===== config.mk =====
export PLATFORM = sky130hd
export DESIGN_NAME = seg_scan_ctrl
export DESIGN_NICKNAME = d
export VERILOG_FILES = /design/src/rtl/seg_scan_pkg.sv /design/src/rtl/seg_scan_timer.sv /design/src/rtl/seg_scan_ctrl.sv
export SDC_FILE = /design/constraint.sdc
export NUM_CORES = 1
export LEC_CHECK = 0
export ABC_AREA = 1
export CORE_AREA = 3 3 68 70
export CTS_CLUSTER_DIAMETER = 60
export DETAILED_ROUTE_END_ITERATION = 10
export DIE_AREA = 0 0 71 73
export PLACE_DENSITY = 0.85
export SYNTH_ARGS = -nofsm -noshare
export SYNTH_HDL_FRONTEND = slang
export SYNTH_SLANG_ARGS = --single-unit

===== constraint.sdc =====
create_clock -name clk -period 1.5 [get_ports clk]
set_input_delay 0.3 -clock clk [delete_from_list [all_inputs] [get_ports clk]]
set_output_delay 0.3 -clock clk [all_outputs]
set_load 0.01 [all_outputs]

===== src/rtl/seg_scan_pkg.sv =====
// Shared types and helpers for the seven-segment scan controller.
package seg_scan_pkg;

   typedef enum logic [1:0] {
      IDLE  = 2'd0,
      BLANK = 2'd1,
      SHOW  = 2'd2
   } scan_state_t;

   // Physical pin level for a logical anode enable under the chosen polarity.
   function automatic logic anode_level(input logic asserted, input logic active_low);
      return asserted ^ active_low;
   endfunction

endpackage


===== src/rtl/seg_scan_timer.sv =====
// Loadable down-counter; done is high while the count sits at zero.
module seg_scan_timer #(
   parameter int unsigned W = 1
) (
   input  logic         clk,
   input  logic         reset_n,
   input  logic         load,
   input  logic [W-1:0] load_val,
   output logic         done
);

   logic [W-1:0] cnt_q, cnt_d;
   logic         done_q, done_d;

   always_comb begin
      cnt_d = cnt_q;
      if (load) begin
         cnt_d = load_val;
      end else if (cnt_q != '0) begin
         cnt_d = W'(cnt_q - W'(1));
      end
      done_d = (cnt_d == '0);
   end

   always_ff @(posedge clk or negedge reset_n) begin
      if (!reset_n) begin
         cnt_q  <= '0;
         done_q <= 1'b1;
      end else begin
         cnt_q  <= cnt_d;
         done_q <= done_d;
      end
   end

   assign done = done_q;

endmodule


===== src/rtl/seg_scan_ctrl.sv =====
// Time-multiplexed N-digit display scanner with per-digit blanking gap and per-frame snapshot.
// Optional macro SEG_SCAN_LZ_BLANK_EN enables leading-zero suppression of the upper digits.
module seg_scan_ctrl
   import seg_scan_pkg::*;
#(
   parameter int unsigned NUM_DIGITS       = 2,
   parameter int unsigned DIGIT_W          = 4,
   parameter int unsigned SHOW_CYCLES      = 20000,
   parameter int unsigned BLANK_CYCLES     = 200,
   parameter bit          ANODE_ACTIVE_LOW = 1'b1
) (
   input  logic                          clk,
   input  logic                          reset_n,
   input  logic                          en,
   input  logic [NUM_DIGITS*DIGIT_W-1:0] digits,
   output logic [DIGIT_W-1:0]            digit_out,
   output logic [NUM_DIGITS-1:0]         anode,
   output logic [$clog2(NUM_DIGITS)-1:0] digit_idx,
   output logic                          frame_start
);

   localparam int unsigned IDX_W      = $clog2(NUM_DIGITS);
   localparam int unsigned DATA_W     = NUM_DIGITS * DIGIT_W;
   localparam int unsigned MAX_CYC    = (SHOW_CYCLES > BLANK_CYCLES) ? SHOW_CYCLES : BLANK_CYCLES;
   localparam int unsigned TMR_W      = $clog2(MAX_CYC + 1);
   localparam int unsigned SHOW_LOAD  = SHOW_CYCLES - 1;
   localparam int unsigned BLANK_LOAD = (BLANK_CYCLES > 0) ? BLANK_CYCLES - 1 : 0;
   localparam int unsigned LAST_IDX   = NUM_DIGITS - 1;
   localparam logic        ANODE_OFF  = anode_level(1'b0, ANODE_ACTIVE_LOW);
   localparam logic        ANODE_ON   = anode_level(1'b1, ANODE_ACTIVE_LOW);

   scan_state_t           state_q, state_d;
   logic [IDX_W-1:0]      idx_q, idx_d;
   logic [DATA_W-1:0]     snap_q, snap_d;
   logic [DIGIT_W-1:0]    digit_out_q, digit_out_d;
   logic [NUM_DIGITS-1:0] anode_q, anode_d;
   logic                  frame_start_q, frame_start_d;
   logic                  new_frame;
   logic                  tmr_load, tmr_done, lz_hide;
   logic [TMR_W-1:0]      tmr_load_val;

   seg_scan_timer #(.W(TMR_W)) u_timer (
      .clk      (clk),
      .reset_n  (reset_n),
      .load     (tmr_load),
      .load_val (tmr_load_val),
      .done     (tmr_done)
   );

   // State register together with the slot index and frame snapshot.
   always_ff @(posedge clk or negedge reset_n) begin
      if (!reset_n) begin
         state_q <= IDLE;
         idx_q   <= '0;
         snap_q  <= '0;
      end else begin
         state_q <= state_d;
         idx_q   <= idx_d;
         snap_q  <= snap_d;
      end
   end

   // Next state; a zero-length gap sends each slot straight into SHOW.
   always_comb begin
      state_d      = state_q;
      idx_d        = idx_q;
      snap_d       = snap_q;
      new_frame    = 1'b0;
      tmr_load     = 1'b0;
      tmr_load_val = '0;
      case (state_q)
         IDLE: begin
            if (en) begin
               new_frame = 1'b1;
               idx_d     = '0;
               snap_d    = digits;
               tmr_load  = 1'b1;
               if (BLANK_CYCLES > 0) begin
                  state_d      = BLANK;
                  tmr_load_val = TMR_W'(BLANK_LOAD);
               end else begin
                  state_d      = SHOW;
                  tmr_load_val = TMR_W'(SHOW_LOAD);
               end
            end
         end
         BLANK: begin
            if (tmr_done) begin
               state_d      = SHOW;
               tmr_load     = 1'b1;
               tmr_load_val = TMR_W'(SHOW_LOAD);
            end
         end
         SHOW: begin
            if (tmr_done) begin
               tmr_load = 1'b1;
               if (idx_q == IDX_W'(LAST_IDX)) begin
                  idx_d     = '0;
                  snap_d    = digits;
                  new_frame = 1'b1;
               end else begin
                  idx_d = IDX_W'(idx_q + IDX_W'(1));
               end
               if (BLANK_CYCLES > 0) begin
                  state_d      = BLANK;
                  tmr_load_val = TMR_W'(BLANK_LOAD);
               end else begin
                  state_d      = SHOW;
                  tmr_load_val = TMR_W'(SHOW_LOAD);
               end
            end
         end
         default: state_d = IDLE;
      endcase
      if (!en) begin
         state_d   = IDLE;
         idx_d     = '0;
         snap_d    = snap_q;
         new_frame = 1'b0;
         tmr_load  = 1'b0;
      end
   end

`ifdef SEG_SCAN_LZ_BLANK_EN
   // Hide a slot when it and every more-significant digit are zero; slot 0 always shows.
   always_comb begin
      lz_hide = (idx_d != '0);
      for (int unsigned k = 0; k < NUM_DIGITS; k++) begin
         if ((k >= 32'(idx_d)) && (snap_d[k*DIGIT_W +: DIGIT_W] != '0)) begin
            lz_hide = 1'b0;
         end
      end
   end
`else
   assign lz_hide = 1'b0;
`endif

   // Output decode from the upcoming state so every output leaves a flop.
   always_comb begin
      anode_d       = {NUM_DIGITS{ANODE_OFF}};
      digit_out_d   = digit_out_q;
      frame_start_d = new_frame;
      if (state_d != IDLE) begin
         digit_out_d = snap_d[idx_d*DIGIT_W +: DIGIT_W];
      end
      if ((state_d == SHOW) && !lz_hide) begin
         anode_d[idx_d] = ANODE_ON;
      end
   end

   always_ff @(posedge clk or negedge reset_n) begin
      if (!reset_n) begin
         anode_q       <= {NUM_DIGITS{ANODE_OFF}};
         digit_out_q   <= '0;
         frame_start_q <= 1'b0;
      end else begin
         anode_q       <= anode_d;
         digit_out_q   <= digit_out_d;
         frame_start_q <= frame_start_d;
      end
   end

   assign anode       = anode_q;
   assign digit_out   = digit_out_q;
   assign digit_idx   = idx_q;
   assign frame_start = frame_start_q;

endmodule

==> qor.yml <==
routed_via_density: 5.74
synth_top_flop_cell: "dfrtp_1"
fill_cells: 218
status: "complete, but fails checks"
ys_top_cells_by_count: "nand2_1 (70), nand3_1 (45), inv_1 (39)"
rsz0062_at_grt: "true"
cts.sinks: 34
netlist_top_cells_area: "dfrtp_1 (37%), nand2_1 (13%), nand3_1 (11%)"
p_leak_nw: 1.69
start_util_pct: 51.6
critical_path.top_delay_family: "compound AO/OA/AOI/OAI gates"
r2r_end: "digit_out[1]$_DFFE_PN0P_"
clock_path_buffers: 2
rows: 23
mappedNetlistNets: 301
wl_per_cell_um: 17.9
combPwrFrac_pct: 63.1
worst_path_most_repeated_cell: "buf_6"
h-tree-depth: 2
worstSetupPathType: "reg -> reg"
hold_viol: 0
violations: "setup timing"
cts_tree: "yes"
slew_headroom_pct: 74.9
switching_share_pct: 44.1
drt_iter0_drc: 190
ff2ff_setup_slack_ns: -0.35
grtUsageMet3_pct: 5.79
cpPeakStageDelay_ns: 0.40
synth-edff-count: 0
crit_chain: "inv_2 > buf_6 > ha_4 > buf_6 > buf_8 > nand3_1 > o221ai_2 > nand2_1 > a31oi_1"
grt_busiest_layer: "met2"
yosysMostFrequentCell: "nand2_1"
cp.required_ns: 1.69
synth_top_cell_by_area: "dfrtp_1"
grt_max_degree: 35
arrival_ns: 2.04
antenna_found_initial: 0
dieWidth_um: 71
synth_seq_area_share_pct: 41.1
setup_viol: 23
drt-pass1-iter-count: 4
fmax_ghz: 0.541
grt_first_pass_wirelength_mm: 10.6
switchingPower_mw: 2.71
core_area_um2: 4030
worstSkewPairLatency_ns: 0.29
fin_util_pct: 84.3
slew_viol_final: 0
cts-hold-fix-buffers: 0
max_cap_violations: 0
antenna_left: 0
grt_overflow_total: 0
dp_hpwl_mm: 4.14
ios: 19
grt_pass1_vias: 2387
drive_above_1_share_pct: 43.5
hp-class: "in -> async"
period_needed_ns: 1.85
power_frac_clock_pct: 11.8
setup_ws_ns: -0.347
yosys_warnings: 0
routed_wl_mm: 7.48
numCtsBuffers: 5
vdd_drop_max_mv: 1.19
reg2reg_from: "state_q[0]$_DFF_PN0_"
critPathSlowestCell: "dfrtp_1"
synth_top_area_share_pct: 37.3
cp-end-kind: "register"
grtUsageMet2_pct: 48.8
root_buffer: "clkbuf_8"
routabilityCongestion: 0.899
worst_pin_slew_ns: 0.374
die_h_um: 73
p_int_mw: 3.43
p_total_mw: 6.13
reg2reg_depth: 9
fin_skew_ns: 0.00837
path_clk_slew_ns: 0.08
crit_fanout: 8
die-area_um2: 5180
ys_seq_elements: 34
finalCritPeriodShare_pct: 123
grt_use_total_pct: 26.4
p_seq_share_pct: 25.0
num_vias: 2398
diodes: 0
synth.distinct_cells: 32
area_delta_synth_final_pct: 63.4
syn_area_per_cell_um2: 7.35
async_reset_ff_share_pct: 100
start_kind: "register"
nets: 385
drc: 0
io_buffers: 18
grtUsageMet1_pct: 28.5
synthCells: 283
cp_num_buf_inv: 4
power_density_nw_per_um2: 1800
synth_area_um2: 2080
[cells in the final DEF, fill, tap and decap left out, types with 4 or more instances in the layout]
cell type,netlist,routed
buf_6,1,15
nor2_4,1,6
inv_2,1,8
inv_1,39,28
nor2_1,33,24
nand3_2,0,12
nand2_2,2,15
nor2_2,5,9
ha_4,0,5
nand2_1,70,54
buf_12,0,4
buf_4,2,44
clkbuf_8,0,6
dlygate4sd2_1,0,6
a31oi_1,4,4
o221ai_2,0,8
dfrtp_1,31,31
clkdlybuf4s50_1,0,11
nand3_1,45,31
[cells by family after synthesis]
kind of cell,after synthesis,share of synthesized area [%]
and+or+nand+nor,163,34.2
buffers and inverters,48,9.63
DFF,34,41.1
AOI/OAI and AO/OA,27,9.15
adders and majority gates,7,4.21
xor gates and xnor gates,4,1.69
[how the worst max path moves through the flow]
stage	startpoint	end	slack (ns)	depth (start not counted)
3_5_place_dp	en	digit_out[0]$_DFFE_PN0P_	-0.39	8
2_1_floorplan	state_q[0]$_DFF_PN0_	u_timer.done$_DFF_PN1_	-0.03	11
5_1_grt	state_q[0]$_DFF_PN0_	digit_out[1]$_DFFE_PN0P_	-0.41	9
3_3_place_gp	en	digit_out[1]$_DFFE_PN0P_	-0.30	7
6_report	state_q[0]$_DFF_PN0_	digit_out[1]$_DFFE_PN0P_	-0.35	9
4_1_cts	state_q[1]$_DFF_PN0_	u_timer.done$_DFF_PN1_	-0.19	11
[flip-flops by register name, indices dropped and copies added (netlist names)]
register,count
state_q,2
snap_q,8
anode,2
u_timer.cnt_q,15
u_timer.done,1
digit_out,4
digit_idx,1
frame_start,1
[metal layers]
layer  vias to the layer above  share of wire, %
li1                       1093                 -
met4                         0               3.1
met5                         -                 0
met2                       112                53
met1                      1169                40
met3                        24               4.5
[cell type report]
cell class	count	area, um^2	area share (%)
Sequential cell	34	855	25.1
Multi-Input combinational cell	201	1390	40.8
Clock inverter	2	12.5	0.368
Timing Repair Buffer	85	837	24.6
Clock buffer	6	82.6	2.43
Inverter	40	163	4.79
Tap cell	50	62.6	1.84
[power groups by stage]
stage	sequential, mW	clock (mW)	combinational [mW]
3_3_place_gp	1.47	0	2.96
5_1_grt	1.56	0.787	4.19
3_5_place_dp	1.48	0	3.07
6_report	1.54	0.726	3.87
2_1_floorplan	1.48	0	1.80
4_1_cts	1.47	0.733	3.36
[through the flow]
step           hold WS, ns  std cells  worst slack [ns]  cell area (um^2)  setup TNS, ns
3_5_place_dp         0.554        397            -0.388              2820          -4.65
4_1_cts              0.386        414            -0.194              3170         -0.936
5_1_grt              0.398        418            -0.411              3400          -3.32
3_3_place_gp         0.546        397            -0.297              2820          -3.77
2_1_floorplan      0.00441        283           -0.0315              2210         -0.102
6_report             0.378        418            -0.347              3400          -2.26
[repair_timing]
action                                  4_1_cts  5_1_grt
gates cloned                                  1        1
setup buffers                                 9        4
pin swaps                                    12       18
gates resized for setup                      45       50
endpoints found under the setup margin       31       29
No activity file was read; power rests on OpenSTA's default activity.
==> variant, RTL diff (config.mk and constraints unchanged) <==
Add a define of `SEG_SCAN_LZ_BLANK_EN`.
--- a/src/rtl/seg_scan_ctrl.sv
+++ b/src/rtl/seg_scan_ctrl.sv
@@ -2,2 +2,4 @@
 // Optional macro SEG_SCAN_LZ_BLANK_EN enables leading-zero suppression of the upper digits.
+`define SEG_SCAN_LZ_BLANK_EN
+
 module seg_scan_ctrl
Formal check against the unedited RTL: same outputs for any inputs over 10 cycles, from zero or initial values and one cycle with reset_n low; that may be too few to reach the edited logic, so the function may still have changed.
==> variant against the unedited design <==
The run still ends with setup timing left; worst hold slack lost 0.0033 ns; wire length shrank 25%; sequential cell count is the same; final area shrank 9.8%; global-route usage shrank 4.6 points; total power shrank 9.3%; synthesized area shrank 2.8%; setup slack gained 0.032 ns; largest power group unchanged.
==> variant: results <==
[outcome]
status = complete, but fails checks
violations = setup timing

[sta]
max-slew-margin-rel_pct = 77.5
hold_slack_ns = 0.375
fin_ws_ns = -0.315
setup_viol = 14
tns_ns = -2.55
skew_ns = 0.00450

[logic_synthesis]
synthesis.nets = 292
synthTopCellsByCount = 71 x nand2_1, 38 x inv_1, 34 x nand3_1
synth-xor-area-share_pct = 1.73
netlist_instances = 274
synth_seq_area_share_pct = 42.3
synth_compound_area_share_pct = 8.11
synth_fa_ha_area_share_pct = 4.33
ys_types = 26

[critical_path]
crit_path_max_fanout = 5
arrival_ns = 2.05
crit_end = anode[1]
worstReg2RegEnd = anode[1]
reg2reg_depth = 11

[finish]
fill_cells = 275
fin_cells = 413
drive_gt1_share_pct = 38.3
diodes = 0
nets = 380

[detailed_routing]
vias_per_cell = 5.16
initialDrtViolationCount = 91

[pwr]
pg_seq_w = 0.00147
power_clock_w = 0.000721
switchingPower_w = 0.00237
p_sw_share_pct = 42.7
vdd_drop_max_v = 0.000929

[place]
gp_congestion = 0.853
hpwl_um = 3850
dpl.cell_count = 396

[grt]
grt_usage_pct = 21.9
[variant: changes by cell type in the layout (fill, tap and decap cells not counted), moves of 6 or more]
cell,unedited run,this run
nand3_1,31,25
a21oi_2,1,8
o221ai_2,8,0
nand2_1,54,64
buf_4,44,58
buf_6,15,7
[variant: layout make-up]
class	count	area (um^2)	area share, %
tap	50	62.6	2.04
multi-input combinational	197	1190	38.8
sequential	34	856	27.9
clock inverter	2	12.5	0.408
inverter	40	150	4.90
clock buffer	6	82.6	2.69
timing repair buffer	84	713	23.3
[variant: what timing repair did]
action,CTS,global route
endpoints found under the setup margin,24,30
hold buffers,0,0
setup buffers,7,3
gates resized for setup,29,26
pin swaps,20,13
[variant: routing by layer]
layer  wire length, um  vias up  GRT usage [%]
met3               286       20           3.99
met1              2250      996           24.4
li1                  -     1049              -
met2              2880       67           40.7
met5                 0        -              0
met4               172        0           9.19
[variant: kinds of logic after synthesis]
kind of cell	count (synthesis)
simple gates	158
flops	34
buf+inv	43
fa+ha+maj	7
compound gates	28
xor+xnor	4
